## src/rtl/bridge_arb_pkg.sv

```systemverilog
// Shared types and constants for the CW305 bridge OBI arbiter.
package bridge_arb_pkg;

    typedef enum logic [1:0] {
        IDLE = 2'd0,
        REQ  = 2'd1,
        RESP = 2'd2
    } arb_state_e;

    typedef logic rq_idx_t;

    // Returned to the owner when the slave never answers.
    localparam logic [31:0] TIMEOUT_RDATA = 32'hDEAD_BEEF;

endpackage

```

## src/rtl/bridge_rr_pick.sv

```systemverilog
// Combinational two-way round-robin picker: a lone requester wins, a tie goes to
// whichever requester was not granted last.
module bridge_rr_pick
    import bridge_arb_pkg::*;
(
    input  logic [1:0] req,
    input  rq_idx_t    last,
    output logic       valid,
    output rq_idx_t    idx
);

    always_comb begin
        valid = |req;
        idx   = (req == 2'b11) ? ~last : req[1];
    end

endmodule

```

## src/rtl/bridge_obi_arbiter.sv

```systemverilog
// Shares the X-HEEP OBI slave port between the loader (port 0) and the readback
// engine (port 1); one outstanding transaction, round-robin, response timeout.
module bridge_obi_arbiter
    import bridge_arb_pkg::*;
#(
    parameter int unsigned ADDR_W       = 32,
    parameter int unsigned DATA_W       = 32,
    parameter int unsigned RESP_TIMEOUT = 1024
) (
    input  logic                   clk,
    input  logic                   rst_n,
    input  logic [1:0]             rq_req,
    input  logic [1:0]             rq_we,
    input  logic [1:0][3:0]        rq_be,
    input  logic [1:0][ADDR_W-1:0] rq_addr,
    input  logic [1:0][DATA_W-1:0] rq_wdata,
    output logic [1:0]             rq_gnt,
    output logic [1:0]             rq_rvalid,
    output logic [DATA_W-1:0]      rq_rdata,
    output logic                   m_req,
    output logic                   m_we,
    output logic [3:0]             m_be,
    output logic [ADDR_W-1:0]      m_addr,
    output logic [DATA_W-1:0]      m_wdata,
    input  logic                   m_gnt,
    input  logic                   m_rvalid,
    input  logic [DATA_W-1:0]      m_rdata,
    output logic                   busy,
    output logic                   owner,
    input  logic                   err_clr,
    output logic                   err_timeout,
    output logic                   err_unexp_rvalid
);

    localparam int unsigned      CNT_W    = $clog2(RESP_TIMEOUT) + 1;
    localparam logic [CNT_W-1:0] CNT_LAST = CNT_W'(RESP_TIMEOUT - 1);

    arb_state_e       state_q, state_d;
    rq_idx_t          owner_q, owner_d;
    rq_idx_t          last_q, last_d;
    logic [CNT_W-1:0] cnt_q, cnt_d;
    logic             err_to_q, err_to_d;
    logic             err_ur_q, err_ur_d;
    logic             to_set;
    logic             ur_set;
    logic             pick_valid;
    rq_idx_t          pick_idx;

    bridge_rr_pick u_pick (
        .req   (rq_req),
        .last  (last_q),
        .valid (pick_valid),
        .idx   (pick_idx)
    );

    always_comb begin
        state_d   = state_q;
        owner_d   = owner_q;
        last_d    = last_q;
        cnt_d     = cnt_q;
        to_set    = 1'b0;
        m_req     = 1'b0;
        m_we      = 1'b0;
        m_be      = '0;
        m_addr    = '0;
        m_wdata   = '0;
        rq_gnt    = '0;
        rq_rvalid = '0;
        rq_rdata  = '0;

        unique case (state_q)
            IDLE: begin
                if (pick_valid) begin
                    owner_d = pick_idx;
                    state_d = REQ;
                end
            end
            REQ: begin
                m_req           = rq_req[owner_q];
                m_we            = rq_we[owner_q];
                m_be            = rq_be[owner_q];
                m_addr          = rq_addr[owner_q];
                m_wdata         = rq_wdata[owner_q];
                rq_gnt[owner_q] = m_gnt;
                if (m_gnt) begin
                    last_d  = owner_q;
                    cnt_d   = '0;
                    state_d = RESP;
                end else if (!rq_req[owner_q]) begin
                    // Requester withdrew before the grant; fairness state untouched.
                    state_d = IDLE;
                end
            end
            RESP: begin
                if (cnt_q != '1) begin
                    cnt_d = cnt_q + 1'b1;
                end
                if (m_rvalid) begin
                    rq_rvalid[owner_q] = 1'b1;
                    rq_rdata           = m_rdata;
                    state_d            = IDLE;
                end else if (cnt_q >= CNT_LAST) begin
                    rq_rvalid[owner_q] = 1'b1;
                    rq_rdata           = DATA_W'(TIMEOUT_RDATA);
                    to_set             = 1'b1;
                    state_d            = IDLE;
                end
            end
            default: state_d = IDLE;
        endcase
    end

    // A set event in the same cycle as err_clr takes priority over the clear.
    always_comb begin
        ur_set   = m_rvalid && (state_q != RESP);
        err_to_d = err_clr ? 1'b0 : err_to_q;
        err_ur_d = err_clr ? 1'b0 : err_ur_q;
        if (to_set) begin
            err_to_d = 1'b1;
        end
        if (ur_set) begin
            err_ur_d = 1'b1;
        end
    end

    always_ff @(posedge clk or negedge rst_n) begin
        if (!rst_n) begin
            state_q  <= IDLE;
            owner_q  <= 1'b0;
            last_q   <= 1'b1;
            cnt_q    <= '0;
            err_to_q <= 1'b0;
            err_ur_q <= 1'b0;
        end else begin
            state_q  <= state_d;
            owner_q  <= owner_d;
            last_q   <= last_d;
            cnt_q    <= cnt_d;
            err_to_q <= err_to_d;
            err_ur_q <= err_ur_d;
        end
    end

    assign busy             = (state_q != IDLE);
    assign owner            = owner_q;
    assign err_timeout      = err_to_q;
    assign err_unexp_rvalid = err_ur_q;

endmodule

```

## config.mk

```make
export PLATFORM = sky130hd
export DESIGN_NAME = bridge_obi_arbiter
export DESIGN_NICKNAME = d
export VERILOG_FILES = /design/src/rtl/bridge_arb_pkg.sv /design/src/rtl/bridge_rr_pick.sv /design/src/rtl/bridge_obi_arbiter.sv
export SDC_FILE = /design/constraint.sdc
export NUM_CORES = 1
export LEC_CHECK = 0
export ABC_AREA = 1
export CAP_MARGIN = 20
export CORE_AREA = 3 3 111 113
export DETAILED_ROUTE_END_ITERATION = 7
export DIE_AREA = 0 0 114 116
export PLACE_DENSITY = 0.67
export SKIP_CTS_REPAIR_TIMING = 1
export SLEW_MARGIN = 15
export SYNTH_ARGS = -nofsm -noshare
export SYNTH_HDL_FRONTEND = slang
export SYNTH_HIERARCHICAL = 1
export SYNTH_SLANG_ARGS = --single-unit
export TNS_END_PERCENT = 50
```

## constraint.sdc

```tcl
create_clock -name clk -period 2.1 [get_ports clk]
set_clock_uncertainty 0.2 [all_clocks]
set_input_delay 0.63 -clock clk [delete_from_list [all_inputs] [get_ports clk]]
set_output_delay 0.63 -clock clk [all_outputs]
set_load 0.02 [all_outputs]
```

==> results_dict.tcl <==
set metrics [dict create \
    hold_viol_final 0 \
    synth_ff_type "dfrtp_1" \
    finalPower_mw 7.86 \
    cts_root_buf "clkbuf_16" \
    nets 963 \
    clock_sinks 17 \
    path_clk_slew_ps 50 \
    synth_largest_area_cell "nand2_1" \
    cts_buffers 3 \
    cp_max_fo 8 \
    boundaryPins 287 \
    comb_power_share 0.885 \
    wire_per_inst_microns 17.3 \
    worstSetupPathType "reg -> out" \
    async_flop_share 1.00 \
    num_vias 4357 \
    start_util 0.200 \
    switching_share 0.493 \
    die_height_microns 116 \
    drc 0 \
    io_buffers 286 \
    ys_ff_latch 17 \
    die-width_microns 114 \
    rsz0062_at_grt "true" \
    setup_viol_count_final 106 \
    yosysMostFrequentCell "nand2_1" \
    final_max_slew_viol_count 0 \
    violations "negative setup slack" \
    firstDrtPassIters 4 \
    required_ps 1270 \
    drt_iter0_markers 257 \
    wl_microns 16000 \
    synth_edf_count 0 \
    clkPwrFrac 0.049 \
    syn_area_sq_um 2280 \
    core_sq_um 11400 \
    multi_input_area_sq_um 2400 \
    grt_max_degree 51 \
    fin_crit_ps 2550 \
    ant_nets 0 \
    p_leak_nw 3.72 \
    ir_drop_v 0.000722 \
    cp-start-kind "flip-flop" \
    arrival_ps 1720 \
    rows 39 \
    finalWorstSetupSlack_ps -454 \
    cp-end-kind "output port" \
    netSwitchingPower_mw 3.88 \
    maxCapViolations 0 \
    utilization 0.632 \
    ff_latch_area_sq_um 429 \
    fin_crit_sh 1.22 \
    status "complete, but fails checks" \
    synth_cell_types 28 \
    cts_tree "done" \
    timing.fmax_mhz 392 \
    seqPwrFrac 0.066 \
    cts.path.max_buffers 2 \
    synth_fp_nets 625 \
    synth_top_area_share 0.399 \
    place_congestion 0.835 \
    intPower_mw 3.98 \
    synthToLayoutAreaGrowth_pct 216 \
    drive_above_1_share 0.446 \
    vias_per_cell 4.70 \
    postSynthAreaPerCell_sq_um 5.11 \
    yosys-top-cells-area "nand2_1, dfrtp_1, a21oi_1" \
    grtUsageTotal 0.180 \
    grt_antenna_before_repair 1 \
    hpwlAfterDp_microns 10700 \
    dieArea_sq_um 13200 \
    n_fill_cell 938 \
    yosysWarnings 6 \
    hp-class "reg -> reg" \
    ys_seq_area_frac 0.187 \
    worst_pin_slew_ps 313 \
    h-tree-depth 1 \
    overflow 0 \
    clk_latency_ps 250 \
    synthCells 447 \
    cellPowerDensity_nw_per_um2 1090 \
    grt_pass1_wl_microns 19600 \
    synthTopCellsByCount "nand2_1, a21oi_1, nor2_1" \
    grt_pass1_vias 3809 \
    slew_headroom 0.791 \
]
## flip-flops by register name (all words and copies together), names as in the netlist
register and count:
err_timeout 1, state_q 2, cnt_q 11, err_unexp_rvalid 1, owner 1, last_q 1
## power by group through the flow
stage	clock network (mW)	logic, mW	registers, mW
detailed placement	0	5.00	0.487
global placement	0	4.93	0.485
finish	0.386	6.96	0.517
CTS	0.392	5.02	0.483
floorplan	0	2.69	0.504
global route	0.405	7.32	0.530
## path summary, 6_finish.rpt
path / from / to / slack, ps / cells past startpoint
setup reg to reg: cnt_q[0] / cnt_q[9] / 230 / 10
hold / removal: err_unexp_rvalid / err_unexp_rvalid / 290 / 2
min in group asynchronous: rst_n / cnt_q[9] / 500 / 2
max in group asynchronous: rst_n / last_q / 940 / 2
hold reg to reg: err_unexp_rvalid / err_unexp_rvalid / 290 / 2
setup / recovery: cnt_q[0] / rq_rdata[3] / -450 / 9
## placed cells by master (no fill, tap or decap), types with 2 or more instances in the layout
cell type / count
nor2_2: 3
dfrtp_2: 2
clkbuf_2: 9
a21oi_2: 37
nor2_1: 14
dlymetal6s2s_1: 67
nand2_2: 55
nand2_1: 170
clkbuf_16: 12
nand4_1: 2
buf_4: 66
buf_16: 2
o21ai_0: 4
buf_12: 15
inv_2: 2
a21oi_1: 14
nand2_4: 21
nor2_4: 12
nand3_4: 2
o21ai_1: 4
clkdlybuf4s50_1: 113
a21oi_4: 23
inv_1: 16
dfrtp_1: 14
buf_6: 77
nand3_1: 11
buf_8: 5
## through the flow
step                setup slack [ps]  cells  cell area (sq um)  hold WS, ps  setup TNS (ps)
floorplan                       -205    447               2640          134           -7910
CTS                            -1100    895               5980          291          -88260
global route                    -561    928               7220          332          -29180
detailed placement             -1100    891               5900          281          -81370
finish                          -454    928               7220          292          -23960
global placement               -1070    891               5900          276          -79820
## final cells by class
class	count	share of cell area
Multi-Input combinational cell	378	0.333
Inverter	21	0.0128
Sequential cell	17	0.0594
Clock buffer	4	0.0109
Tap cell	143	0.0248
Timing Repair Buffer	364	0.559
Antenna cell	1	0.000347
## metal layers
layer  global-route usage  routed length (microns)
met1                0.211                     5860
met4               0.0143                      300
met5                    0                        0
met2                0.358                     8820
met3               0.0235                     1030
## worst max-delay path, stage by stage (launching register included)
cell       delay [ps]
dfrtp_1           410
ha_4              190
nand3_4            90
nor2_4             40
a21oi_2           160
nand2_2           100
nand3_4           120
clkbuf_16         180
nand2_2            60
buf_6             120
## cells by family (layout without fill, tap and decap cells)
| group | Yosys count | in the layout | synth area share |
|---|---|---|---|
| flip-flops | 17 | 17 | 0.187 |
| AO/OA/AOI/OAI | 83 | 83 | 0.184 |
| other | 0 | 1 | 0 |
| adder cells (fa/ha/maj) | 1 | 1 | 0.00548 |
| buffers and inverters | 52 | 389 | 0.106 |
| XOR/XNOR | 2 | 2 | 0.00767 |
| AND/OR/NAND/NOR | 292 | 292 | 0.510 |
(Power assumes the default switching activity.)
